--- src/rtl/char_deserializer.sv ---
// Serial frame receiver (start, DATA_W data bits MSB first, parity, stop) feeding the character decoder.
// Define CHAR_FILTER_EN to deliver only the eight valid decoder codes and flag others on code_err.
module char_deserializer #(
   parameter int DATA_W     = 7,
   parameter int PARITY_ODD = 1
) (
   input  logic              clk,
   input  logic              Reset,
   input  logic              bit_en,
   input  logic              serial_in,
   output logic [DATA_W-1:0] Entrada,
   output logic              Controle,
   output logic              parity_err,
   output logic              frame_err,
`ifdef CHAR_FILTER_EN
   output logic              code_err,
`endif
   output logic              busy
);

   localparam logic [2:0] ST_IDLE   = 3'd0;
   localparam logic [2:0] ST_DATA   = 3'd1;
   localparam logic [2:0] ST_PARITY = 3'd2;
   localparam logic [2:0] ST_STOP   = 3'd3;
   localparam logic [2:0] ST_BREAK  = 3'd4;

   localparam int               CNT_W    = $clog2(DATA_W + 1);
   localparam logic [CNT_W-1:0] LAST_CNT = CNT_W'(DATA_W - 1);

   function automatic logic parity_ok(input logic [DATA_W-1:0] data, input logic par);
      return ((^data) ^ par) == 1'(PARITY_ODD);
   endfunction

`ifdef CHAR_FILTER_EN
   function automatic logic is_valid_code(input logic [DATA_W-1:0] data);
      logic valid;
      case (data)
         7'b1100000, 7'b1000100, 7'b1111100, 7'b1011010,
         7'b1101110, 7'b1001001, 7'b1110101, 7'b1010011: valid = 1'b1;
         default:                                         valid = 1'b0;
      endcase
      return valid;
   endfunction
`endif

   logic [2:0]        state_q, state_d;
   logic [CNT_W-1:0]  bit_cnt_q, bit_cnt_d;
   logic [DATA_W-1:0] shift_q, shift_d;
   logic              par_q, par_d;
   logic [DATA_W-1:0] entrada_q, entrada_d;
   logic              controle_q, controle_d;
   logic              parity_err_q, parity_err_d;
   logic              frame_err_q, frame_err_d;
   logic              code_err_q, code_err_d;
   logic              par_good_s;

   assign par_good_s = parity_ok(shift_q, par_q);

   // Next-state logic: everything advances only on bit_en; pulses default low every clock.
   always_comb begin
      state_d      = state_q;
      bit_cnt_d    = bit_cnt_q;
      shift_d      = shift_q;
      par_d        = par_q;
      entrada_d    = entrada_q;
      controle_d   = 1'b0;
      parity_err_d = 1'b0;
      frame_err_d  = 1'b0;
      code_err_d   = 1'b0;
      if (bit_en) begin
         case (state_q)
            ST_IDLE: begin
               if (!serial_in) begin
                  state_d   = ST_DATA;
                  bit_cnt_d = '0;
               end else begin
                  state_d = ST_IDLE;
               end
            end
            ST_DATA: begin
               shift_d   = {shift_q[DATA_W-2:0], serial_in};
               bit_cnt_d = bit_cnt_q + CNT_W'(1);
               if (bit_cnt_q == LAST_CNT) begin
                  state_d = ST_PARITY;
               end else begin
                  state_d = ST_DATA;
               end
            end
            ST_PARITY: begin
               par_d   = serial_in;
               state_d = ST_STOP;
            end
            ST_STOP: begin
               if (serial_in) begin
                  state_d = ST_IDLE;
                  if (par_good_s) begin
`ifdef CHAR_FILTER_EN
                     if (is_valid_code(shift_q)) begin
                        entrada_d  = shift_q;
                        controle_d = 1'b1;
                     end else begin
                        code_err_d = 1'b1;
                     end
`else
                     entrada_d  = shift_q;
                     controle_d = 1'b1;
`endif
                  end else begin
                     parity_err_d = 1'b1;
                  end
               end else begin
                  // A low stop bit means the line may be held in break; wait for it to rise.
                  state_d      = ST_BREAK;
                  frame_err_d  = 1'b1;
                  parity_err_d = !par_good_s;
               end
            end
            ST_BREAK: begin
               if (serial_in) begin
                  state_d = ST_IDLE;
               end else begin
                  state_d = ST_BREAK;
               end
            end
            default: begin
               state_d = ST_IDLE;
            end
         endcase
      end else begin
         state_d = state_q;
      end
   end

   // State and output registers.
   always_ff @(posedge clk or negedge Reset) begin
      if (!Reset) begin
         state_q      <= ST_IDLE;
         bit_cnt_q    <= '0;
         shift_q      <= '0;
         par_q        <= 1'b0;
         entrada_q    <= '0;
         controle_q   <= 1'b0;
         parity_err_q <= 1'b0;
         frame_err_q  <= 1'b0;
         code_err_q   <= 1'b0;
      end else begin
         state_q      <= state_d;
         bit_cnt_q    <= bit_cnt_d;
         shift_q      <= shift_d;
         par_q        <= par_d;
         entrada_q    <= entrada_d;
         controle_q   <= controle_d;
         parity_err_q <= parity_err_d;
         frame_err_q  <= frame_err_d;
         code_err_q   <= code_err_d;
      end
   end

   assign Entrada    = entrada_q;
   assign Controle   = controle_q;
   assign parity_err = parity_err_q;
   assign frame_err  = frame_err_q;
   assign busy       = (state_q != ST_IDLE);
`ifdef CHAR_FILTER_EN
   assign code_err   = code_err_q;
`else
   logic unused_code_err_s;
   assign unused_code_err_s = code_err_q;
`endif

endmodule

--- config.mk ---
export PLATFORM = sky130hd
export DESIGN_NAME = char_deserializer
export DESIGN_NICKNAME = d
export VERILOG_FILES = /design/src/rtl/char_deserializer.sv
export SDC_FILE = /design/constraint.sdc
export NUM_CORES = 1
export LEC_CHECK = 0
export ABC_AREA = 1
export ABC_CLOCK_PERIOD_IN_PS = 2500
export BUFFER_PORTS_ARGS = -buffer_cell sky130_fd_sc_hd__buf_2
export CORE_ASPECT_RATIO = 0.9
export CORE_MARGIN = 4
export CORE_UTILIZATION = 59
export CTS_BUF_LIST = sky130_fd_sc_hd__clkbuf_16
export DETAILED_ROUTE_END_ITERATION = 6
export GPL_TIMING_DRIVEN = 0
export PLACE_DENSITY_LB_ADDON = 0.1
export REMOVE_ABC_BUFFERS = 1
export SLEW_MARGIN = 15
export SYNTH_ARGS = -nofsm -noshare
export SYNTH_HDL_FRONTEND = slang
export SYNTH_SLANG_ARGS = --single-unit
--- constraint.sdc ---
create_clock -name clk -period 2.5 [get_ports clk]
set_input_delay 0.375 -clock clk [delete_from_list [all_inputs] [get_ports clk]]
set_output_delay 0.375 -clock clk [all_outputs]
set_load 0.005 [all_outputs]
== Word-level counts from Yosys, hierarchy flattened ==
Index checks and enable logic that the tools add are counted.
W data, S select, Z words.

* Input port bits: 4
* Word-level logic and storage cells: 43
* Output and inout bits: 11
* Register bits after elaboration: 24

* Muxes and demuxes: 17
* Equal/unequal tests: 6
* Bitwise logic cells: 1
* Reductions and logical operators: 10
* Add/subtract/negate cells: 1

{| class="wikitable"
|+ Operators with widths
! operator !! number
|-
| $mux W1 || 12
|-
| $pmux W3 S4 || 1
|-
| $reduce_xor A7 Y1 || 1
|-
| $eq A3 B2 Y1 const B || 2
|-
| $eq A3 B3 Y1 const B || 2
|-
| $mux W3 || 2
|-
| $pmux W3 S2 || 1
|-
| $reduce_and A2 Y1 || 2
|-
| $reduce_and A4 Y1 || 1
|-
| $add A3 B1 Y3 const B || 1
|-
| $eq A3 B1 Y1 const B || 1
|-
| $logic_not A3 Y1 || 1
|-
| $reduce_and A3 Y1 || 1
|-
| $reduce_bool A3 Y1 || 1
|-
| $mux W2 || 1
|-
| $ne A2 B2 Y1 const B || 1
|-
| $reduce_bool A2 Y1 || 1
|-
| $reduce_or A2 Y1 || 1
|-
| $logic_not A1 Y1 || 1
|-
| $xor A1 B1 Y1 || 1
|}

== Logic depth before layout (Yosys ltp) ==
Gate-level depths: netlist (run 1).

* Depth after elaboration: 6
* Gate-level depth with buffers: 11
* Gate-level depth less buffers: 11

== Least setup slack after synthesis (run 1) ==
OpenSTA, ideal clock, no wires.

* Path type: reg-to-reg
* Start: reg shift_q[5]
* End: reg entrada_q[6], in the netlist Entrada[6]
* Period minus slack after synthesis: 1.226 ns
* Data required time: 2.383 ns
* Slack: 1.274 ns
* Data arrival time: 1.109 ns
* Cell stages (with the launch flop): 11
* Path buffers: 0
* Path through: dfrtp_1 nor2_2 inv_1 nand2_1 nor2_1 nor2_1 nand2_2 nand2_4 nand2_4 nand2_1 nand2_1

* Cells in the longest elaborated chain, start to end: 3

{| class="wikitable"
|+ Ends and longest elaborated chain
! item !! line !! RTL
|-
| start, declared || 48 || <nowiki>logic [DATA_W-1:0] shift_q, shift_d;</nowiki>
|-
| start signal, assigned || 149 || <nowiki>shift_q <= shift_d;</nowiki>
|-
| $reduce_xor A7 Y1 || 31 || <nowiki>return ((^data) ^ par) == 1'(PARITY_ODD);</nowiki>
|-
| $xor A1 B1 Y1 || 31 ||
|-
| $reduce_and A4 Y1 (no line) || -- ||
|-
| end signal, assigned || 151 || <nowiki>entrada_q <= entrada_d;</nowiki>
|-
| end, declared || 50 || <nowiki>logic [DATA_W-1:0] entrada_q, entrada_d;</nowiki>
|}

Every way passes these cells.
A chain may end at the register's enable or synchronous reset.

== Worst setup path after layout (run 1) ==
* Start: reg shift_q[4]
* End: reg entrada_q[2], in the netlist Entrada[2]

The elaborated chain is that of the path after synthesis.

==> results.yml, run 1 <==
global_route:
  grt_pass1_vias: 960
  grt_max_degree: 25
  antenna_found_initial: 0
  globalRouteOverflowTotal: 0
  grt_pass1_wl_mm: 4.23
  track_usage_pct: 21.6
power_and_ir_drop:
  p_sw_mw: 0.642
  p_int_mw: 0.919
  p_sw_share_pct: 41.1
  ir_worst_vdd_uv: 1030
  p_leak_nw: 0.780
  clkPwrFrac_pct: 21.2
  pwr-share-comb_pct: 39.4
  power_density_nw_per_um2: 1170
  power_frac_seq_pct: 39.3
cts:
  cts_setup_buffers: 0
  cts_made_buffers: 3
  ctsHoldBuffers: 0
  cts_resized: 0
  cts_tree: "yes"
  cts_sinks: 24
  max-clock-path-buffers: 2
  htree_levels: 1
  clk_pin_slew_worst_paths_ps: 60
  cts-root-buf: "clkbuf_16"
  worstSkewPairLatency_ps: 250
logic_synthesis:
  synth_area_um2: 1170
  ys_warn_count: 0
  syn_inst: 145
  synth_cell_types: 18
  ys_ff_latch: 24
  synth.avg_cell_area_um2: 8.06
  synth-seq-area-share_pct: 51.4
timing:
  fmax_mhz: 682
  final_max_slew_viol_count: 0
  finalSetupViolCount: 0
  clock_skew_ps: 1.57
  tightest_slew_ps: 521
  slew_headroom_pct: 65.3
  hold_violations: 0
  fin_hold_ws_ps: 93.1
  final.min_clock_period_ps: 1470
  setup-tns-final_ps: 0
  grt_setup_unrepaired: "no"
  period_share_pct: 58.7
finish:
  multi_input_area_um2: 485
  antenna_cells: 0
  area_growth_pct: 14.0
  drive_gt1_share_pct: 16.1
  final_util_pct: 75.3
  mostFrequentLayoutCell: "nand2_1"
  nFillCells: 146
  mostFrequentLayoutCells: "nand2_1, dfrtp_1, inv_1"
  regArea_um2: 601
  num-nets-final: 169
min_path:
  hold_path_class: "primary input to asynchronous set/reset pin"
run:
  maxCapViolCount: 0
critical_path:
  crit_type: "register to register"
  cp_slowest_cell: "dfrtp_1"
  reg2reg_from: "shift_q[4]"
  crit_path_max_incr_delay_ps: 440
  crit_top_cell: "nand2_1"
  crit_start: "shift_q[4]"
  arrival_ps: 1610
  start_kind: "register"
  crit_chain: "nand2_1, inv_1, nor2_2, nor2_1, nor2_1, nand2_2, nand2_4, nand2_4, nand2_1, nand2_1"
  critPathRequiredTime_ps: 2640
  cp-end-kind: "register"
  critical_path.max_fanout: 9
route:
  drt_iter0_drc: 18
  num_vias: 968
  antenna_left: 0
  drc: 0
  via_per_inst: 5.23
  wl_per_cell_um: 13.2
  drt_pass1_iterations: 4
  routed_wl_mm: 2.45
floorplanning:
  die-area_um2: 2760
  die_w_um: 54.9
  initial_core_util_pct: 66.1
  num_rows: 14
  ios: 15
  chipHeight_um: 50.2
  coreArea_um2: 1770
placed_design:
  dp_hpwl_mm: 1.77
  gp_congestion: 0.787
  io_buffers: 14
status:
  status: "finished, final reports clean"
==> registers in the layout (all words and copies together), names as in the netlist <==
signal / cells
state_q: 3
frame_err: 1
parity_err: 1
Entrada: 7
shift_q: 7
bit_cnt_q: 3
Controle: 1
par_q: 1
==> cells in the mapped netlist <==
cell type | instances | area [um2]
nand2_2 | 1 | 6.26
a21oi_1 | 1 | 5.00
xnor2_1 | 2 | 17.5
nor2_4 | 1 | 11.3
nor3_1 | 1 | 5.00
nand3_2 | 1 | 10.0
nand2_4 | 2 | 22.5
nand3_1 | 10 | 50.1
buf_6 | 1 | 11.3
inv_2 | 1 | 3.75
nor2_1 | 9 | 33.8
inv_1 | 18 | 67.6
nand2_1 | 53 | 199
o21ai_0 | 15 | 75.1
ha_1 | 2 | 25.0
dfrtp_1 | 24 | 601
nand4_2 | 1 | 12.5
nor2_2 | 2 | 12.5
==> stage by stage <==
stage / power, mW / std cells / setup slack (ps) / area [um2]
floorplan: 1.05 / 144 / 1270 / 1160
global placement: 1.16 / 182 / 1190 / 1260
global route: 1.69 / 185 / 880 / 1330
finish: 1.56 / 185 / 1030 / 1330
detailed placement: 1.22 / 182 / 1080 / 1260
CTS: 1.57 / 185 / 1050 / 1330
==> path summary, 6_finish.rpt <==
check | to | slack [ps] | cells after the start
min | state_q[2] | 90 | 1
min reg2reg | Entrada[0] | 470 | 2
max reg2reg | Entrada[2] | 1030 | 10
max | Entrada[2] | 1030 | 10
min in group clk | frame_err | 350 | 2
max in group asynchronous | Entrada[3] | 2060 | 1
==> metal layers <==
metal,part of all wire [%],vias up,global-route usage (%)
li1,-,484,-
met5,0,-,0
met1,40,457,24.1
met3,4.5,8,6.80
met4,2.1,0,8.10
met2,53,19,37.4
==> layout make-up <==
class                   instances  share of cell area, %
repair buffers                 14                   5.26
flip-flops and latches         24                   45.1
multi-input cells             101                   36.4
inverters                      19                   5.35
well taps                      24                   2.25
clock buffers                   3                   5.63
==> worst max-delay path, delay by kind of cell, from the launching register on <==
family,cells,cell delay [ps]
AND/OR/NAND/NOR,9,860
flip-flops,1,440
buffers and inverters,1,50
==> logic make-up after synthesis <==
logic type / share of synthesized area (%)
DFF: 51.4
AOI/OAI and AO/OA: 6.85
buffers and inverters: 7.07
adders and majority gates: 2.14
and+or+nand+nor: 31.0
xor gates and xnor gates: 1.50
==> power groups by stage <==
stage | Clock, mW | Sequential (mW) | Combinational [mW]
after floorplan | 0 | 0.592 | 0.460
final | 0.331 | 0.614 | 0.616
after CTS | 0.341 | 0.613 | 0.614
after global routing | 0.359 | 0.632 | 0.696
after detailed placement | 0 | 0.617 | 0.603
after global placement | 0 | 0.604 | 0.560
No activity file was read; power rests on OpenSTA's default activity.
==> run 2, diff against run 1 <==
--- a/config.mk
+++ b/config.mk
@@ -6,11 +6,11 @@
 export NUM_CORES = 1
 export LEC_CHECK = 0
 export ABC_AREA = 1
-export ABC_CLOCK_PERIOD_IN_PS = 2500
+export ABC_CLOCK_PERIOD_IN_PS = 1500
 export BUFFER_PORTS_ARGS = -buffer_cell sky130_fd_sc_hd__buf_2
 export CORE_ASPECT_RATIO = 0.9
 export CORE_MARGIN = 4
-export CORE_UTILIZATION = 59
+export CORE_UTILIZATION = 55
 export CTS_BUF_LIST = sky130_fd_sc_hd__clkbuf_16
 export DETAILED_ROUTE_END_ITERATION = 6
 export GPL_TIMING_DRIVEN = 0
==> constraint.sdc (replaced) <==
create_clock -name clk -period 1.5 [get_ports clk]
set_input_delay 0.225 -clock clk [delete_from_list [all_inputs] [get_ports clk]]
set_output_delay 0.225 -clock clk [all_outputs]
set_load 0.005 [all_outputs]
==> run 2 against run 1 <==
  * Clock power rose by 68%
  * Register-to-register slack worse by 950 ps
  * Flip-flop and latch count did not move
  * Sequential power grew 68%
  * Setup slack worse by 950 ps
  * Hold slack gained 92 ps
  * Highest routed layer unchanged
==> results.yml, run 2 (synthesis gave the netlist of run 1 again) <==
timing:
  period_share_pct: 94.5
  final.min_clock_period_ps: 1420
  setup-tns-final_ps: 0
  slew_headroom_pct: 65.1
  tightest_slew_ps: 523
  clock_skew_ps: 1.56
  fmax_mhz: 705
  hold_violations: 0
  finalSetupViolCount: 0
  final_max_slew_viol_count: 0
  fin_hold_ws_ps: 185
  final.setup.worst_slack_ps: 82.2
route:
  drc: 0
  drt_pass1_iterations: 4
  via_per_inst: 4.88
  wl_per_cell_um: 12.4
  antenna_left: 0
  routed_wl_mm: 2.40
  drt_iter0_drc: 38
  num_vias: 947
critical_path:
  cp-end-kind: "register"
  arrival_ps: 1560
  path_delay_family: "simple AND/OR/NAND/NOR gates"
  crit_chain: "inv_1, nand2_1, nand2_1, nand2_1, nand2_2, inv_2, nand2_2, nand2_4, buf_4, nand3_1, nand2_1"
  cp.buffers_inverters: 3
  critical_path.max_fanout: 6
  start_kind: "register"
  crit_top_cell: "nand2_1"
  crit_path_max_incr_delay_ps: 430
  crit_type: "register to register"
  critPathRequiredTime_ps: 1640
  cp_slowest_cell: "dfrtp_1"
finish:
  antenna_cells: 0
  num-nets-final: 177
  multi_input_area_um2: 500
  drive_gt1_share_pct: 23.7
  mostFrequentLayoutCells: "nand2_1, dfrtp_1, inv_1"
  area_growth_pct: 20.9
  fin_cells: 194
  design_area_um2: 1410
  final_util_pct: 71.7
  mostFrequentLayoutCell: "nand2_1"
  regArea_um2: 602
  nFillCells: 151
power_and_ir_drop:
  ir_worst_vdd_uv: 1300
  power_density_nw_per_um2: 2040
  total_power_mw: 2.88
  p_leak_nw: 0.823
cts:
  htree_levels: 1
  clk_pin_slew_worst_paths_ps: 60
  max-clock-path-buffers: 2
  cts-root-buf: "clkbuf_16"
  cts_made_buffers: 3
  cts_sinks: 24
  worstSkewPairLatency_ps: 250
  cts_tree: "yes"
global_route:
  grt_max_degree: 25
  track_usage_pct: 17.8
  grt_pass1_wl_mm: 3.97
  grt_pass1_vias: 901
  globalRouteOverflowTotal: 0
  antenna_found_initial: 0
floorplanning:
  ios: 15
  num_rows: 15
  die-area_um2: 2930
  chipHeight_um: 51.7
  die_w_um: 56.6
  initial_core_util_pct: 59.3
  coreArea_um2: 1970
placed_design:
  dp_slack_ps: 99.0
  dp_cells: 183
  dp_hpwl_mm: 1.67
  gp_congestion: 0.781
  io_buffers: 14
  placed_cell_area_um2: 1260
run:
  maxCapViolCount: 0
min_path:
  hold_path_class: "primary input to register"
status:
  status: "finished, final reports clean"
[run 2: final cells by class]
cell class                      instances  area share [%]
Clock buffer                            3            5.31
Inverter                               19            5.05
Multi-Input combinational cell        101            35.4
Sequential cell                        24            42.6
Tap cell                               25            2.21
Timing Repair Buffer                   22            9.39
[run 2: report_power, final]
group	switching [mW]	internal (mW)
sequential	0.201	0.827
clock	0.205	0.352
combinational	0.745	0.551
[run 2: per-layer routing]
layer / GRT usage (%) / vias to the layer above / share of wire (%)
met3: 5.46 / 4 / 3.8
met5: 0 / - / 0
met4: 3.56 / 0 / 0.83
li1: - / 497 / -
met2: 32.1 / 12 / 52
met1: 21.1 / 434 / 43
[run 2: what timing repair did]
item                                    in CTS  in global routing
hold buffers                                 1                  0
setup buffers                                0                  7
endpoints found under the setup margin       0                 17
hold endpoints to repair                    24                  0
gates resized for setup                      0                  9
[run 2: worst register-to-register path, cell delays in order, from the launching register on]
cell,delay (ps)
dfrtp_1,430
inv_1,100
nand2_1,70
nand2_1,50
nand2_1,60
nand2_2,100
inv_2,40
nand2_2,80
nand2_4,80
buf_4,160
nand3_1,60
nand2_1,70
[run 2: worst paths after layout]
| path | startpoint | end | slack [ps] | depth (start not counted) |
|---|---|---|---|---|
| worst min register to register | Entrada[0] | Entrada[0] | 460 | 2 |
| worst max register to register | shift_q[0] | Entrada[1] | 80 | 11 |
| worst max-delay path | shift_q[0] | Entrada[1] | 80 | 11 |
| max in group asynchronous | Reset | shift_q[1] | 640 | 2 |
| worst min-delay path | serial_in | frame_err | 180 | 2 |
| min in group asynchronous | Reset | frame_err | 480 | 2 |
==> run 3, diff against run 2 <==
--- a/config.mk
+++ b/config.mk
@@ -6,7 +6,6 @@
 export NUM_CORES = 1
 export LEC_CHECK = 0
 export ABC_AREA = 1
-export ABC_CLOCK_PERIOD_IN_PS = 1500
 export BUFFER_PORTS_ARGS = -buffer_cell sky130_fd_sc_hd__buf_2
 export CORE_ASPECT_RATIO = 0.9
 export CORE_MARGIN = 4
@@ -14,7 +13,7 @@
 export CTS_BUF_LIST = sky130_fd_sc_hd__clkbuf_16
 export DETAILED_ROUTE_END_ITERATION = 6
 export GPL_TIMING_DRIVEN = 0
-export PLACE_DENSITY_LB_ADDON = 0.1
+export PLACE_DENSITY_LB_ADDON = 0.08
 export REMOVE_ABC_BUFFERS = 1
 export SLEW_MARGIN = 15
 export SYNTH_ARGS = -nofsm -noshare
==> run 3 against run 2 <==
  * Die area is the same
  * Critical endpoint is now Entrada[3]
  * Setup slack improved by 12 ps
  * Routed wire length fell by 8.5%
  * Non-clock buffer count decreased by 4
  * Utilization is 0.38 points lower
  * Flip-flop and latch count stayed put
  * Register-to-register slack about the same
  * Largest cell class unchanged
  * First-iteration DRC count decreased by 61%
  * Cell area decreased by 0.53%
==> results.yml, run 3 (synthesis gave the netlist of run 1 again) <==
status:
  status: "finished, final reports clean"
finish:
  final_util_pct: 71.3
  area_growth_pct: 20.2
  antenna_cells: 0
  drive_gt1_share_pct: 23.6
  regArea_um2: 602
  multi_input_area_um2: 519
  nFillCells: 161
  num-nets-final: 173
  mostFrequentLayoutCell: "nand2_1"
  design_area_um2: 1410
  mostFrequentLayoutCells: "nand2_1, dfrtp_1, inv_1"
power_and_ir_drop:
  power_frac_seq_pct: 35.6
  pwr-share-comb_pct: 44.9
  p_leak_nw: 0.797
  p_sw_mw: 1.18
  p_int_mw: 1.72
  clkPwrFrac_pct: 19.5
  ir_worst_vdd_uv: 1480
  p_sw_share_pct: 40.6
  power_density_nw_per_um2: 2060
timing:
  period_share_pct: 93.7
  fin_hold_ws_ps: 175
  setup-tns-final_ps: 0
  tightest_slew_ps: 535
  final_max_slew_viol_count: 0
  grt_setup_unrepaired: "yes"
  hold_violations: 0
  clock_skew_ps: 4.77
  finalSetupViolCount: 0
  final.setup.worst_slack_ps: 94.2
  fmax_mhz: 711
  slew_headroom_pct: 64.3
  final.min_clock_period_ps: 1410
placed_design:
  placed_cell_area_um2: 1260
  io_buffers: 14
  dp_slack_ps: 99.5
  dp_hpwl_mm: 1.51
  gp_congestion: 0.789
route:
  met2_length_mm: 1.03
  top_layer: "met4"
  drt_pass1_iterations: 4
  met3_length_um: 105
  drt_iter0_drc: 15
  num_vias: 961
  via_per_inst: 5.06
  wl_met1_mm: 1.05
  antenna_left: 0
  wl_per_cell_um: 11.6
  drc: 0
  routed_wl_mm: 2.20
cts:
  clk_pin_slew_worst_paths_ps: 60
  cts_sinks: 24
  cts_tree: "yes"
  max-clock-path-buffers: 2
  worstSkewPairLatency_ps: 260
  cts-root-buf: "clkbuf_16"
  cts_made_buffers: 3
  htree_levels: 1
floorplanning:
  die_w_um: 56.6
  ios: 15
  chipHeight_um: 51.7
  die-area_um2: 2930
  coreArea_um2: 1970
  num_rows: 15
  initial_core_util_pct: 59.3
critical_path:
  reg2reg_setup_slack_ps: 90
  crit_type: "register to register"
  reg2regPathDepth: 11
  crit_start: "shift_q[0]"
  cp-end-kind: "register"
  critPathRequiredTime_ps: 1640
  crit_end: "Entrada[3]"
  start_kind: "register"
  arrival_ps: 1550
  reg2reg_to: "Entrada[3]"
  critical_path.max_fanout: 6
  reg2reg_from: "shift_q[0]"
global_route:
  antenna_found_initial: 0
  grt_pass1_wl_mm: 3.66
  track_usage_pct: 16.3
  grt_pass1_vias: 831
  grt_max_degree: 25
  globalRouteOverflowTotal: 0
min_path:
  hold_path_class: "primary input to register"
run:
  maxCapViolCount: 0
[run 3: worst max-delay path: stages, from the launching register on]
cell and delay (ps):
dfrtp_2 440, nand2_2 90, inv_1 40, nor2_1 90, nand2_1 80, nand2_2 80, inv_1 50, nand2_2 70
nand2_4 100, buf_6 150, nand3_1 60, nand2_1 50
[run 3: cell type report]
cell class	count	share of cell area, %
Sequential cell	24	42.8
Inverter	19	5.08
Clock buffer	3	5.34
Multi-Input combinational cell	101	37.0
Timing Repair Buffer	18	7.57
Tap cell	25	2.23
[run 3: worst min-delay path by stage]
stage                            end  slack (ps)       from  cells past startpoint
after global routing       frame_err         190  serial_in                      2
final                      frame_err         170  serial_in                      2
after global placement    state_q[2]         230      Reset                      1
after CTS                  frame_err         170  serial_in                      2
after floorplan             Controle         -70      Reset                      0
after detailed placement  state_q[0]         240      Reset                      1
[run 3: power by group through the flow]
stage / logic, mW / clock network (mW) / registers [mW]
floorplan: 0.766 / 0 / 0.987
global placement: 0.933 / 0 / 1.01
detailed placement: 0.987 / 0 / 1.02
CTS: 0.999 / 0.577 / 1.01
global route: 1.46 / 0.614 / 1.05
finish: 1.30 / 0.563 / 1.03
[run 3: metal layers]
metal | global-route usage, % | vias up
li1 | - | 498
met1 | 19.5 | 443
met2 | 27.7 | 16
met3 | 5.71 | 4
met4 | 5.14 | 0
met5 | 0 | -
[run 3: through the flow]
stage | total power, mW | std cells
4_1_cts | 2.59 | 187
6_report | 2.89 | 190
3_3_place_gp | 1.94 | 183
5_1_grt | 3.13 | 190
3_5_place_dp | 2.01 | 183
2_1_floorplan | 1.75 | 144
[run 3: timing repair]
item	CTS	global route
buffers inserted	0	3
resized for setup	0	14
hold endpoints to repair	24	0
hold buffers	1	0
endpoints found under the setup margin	0	11
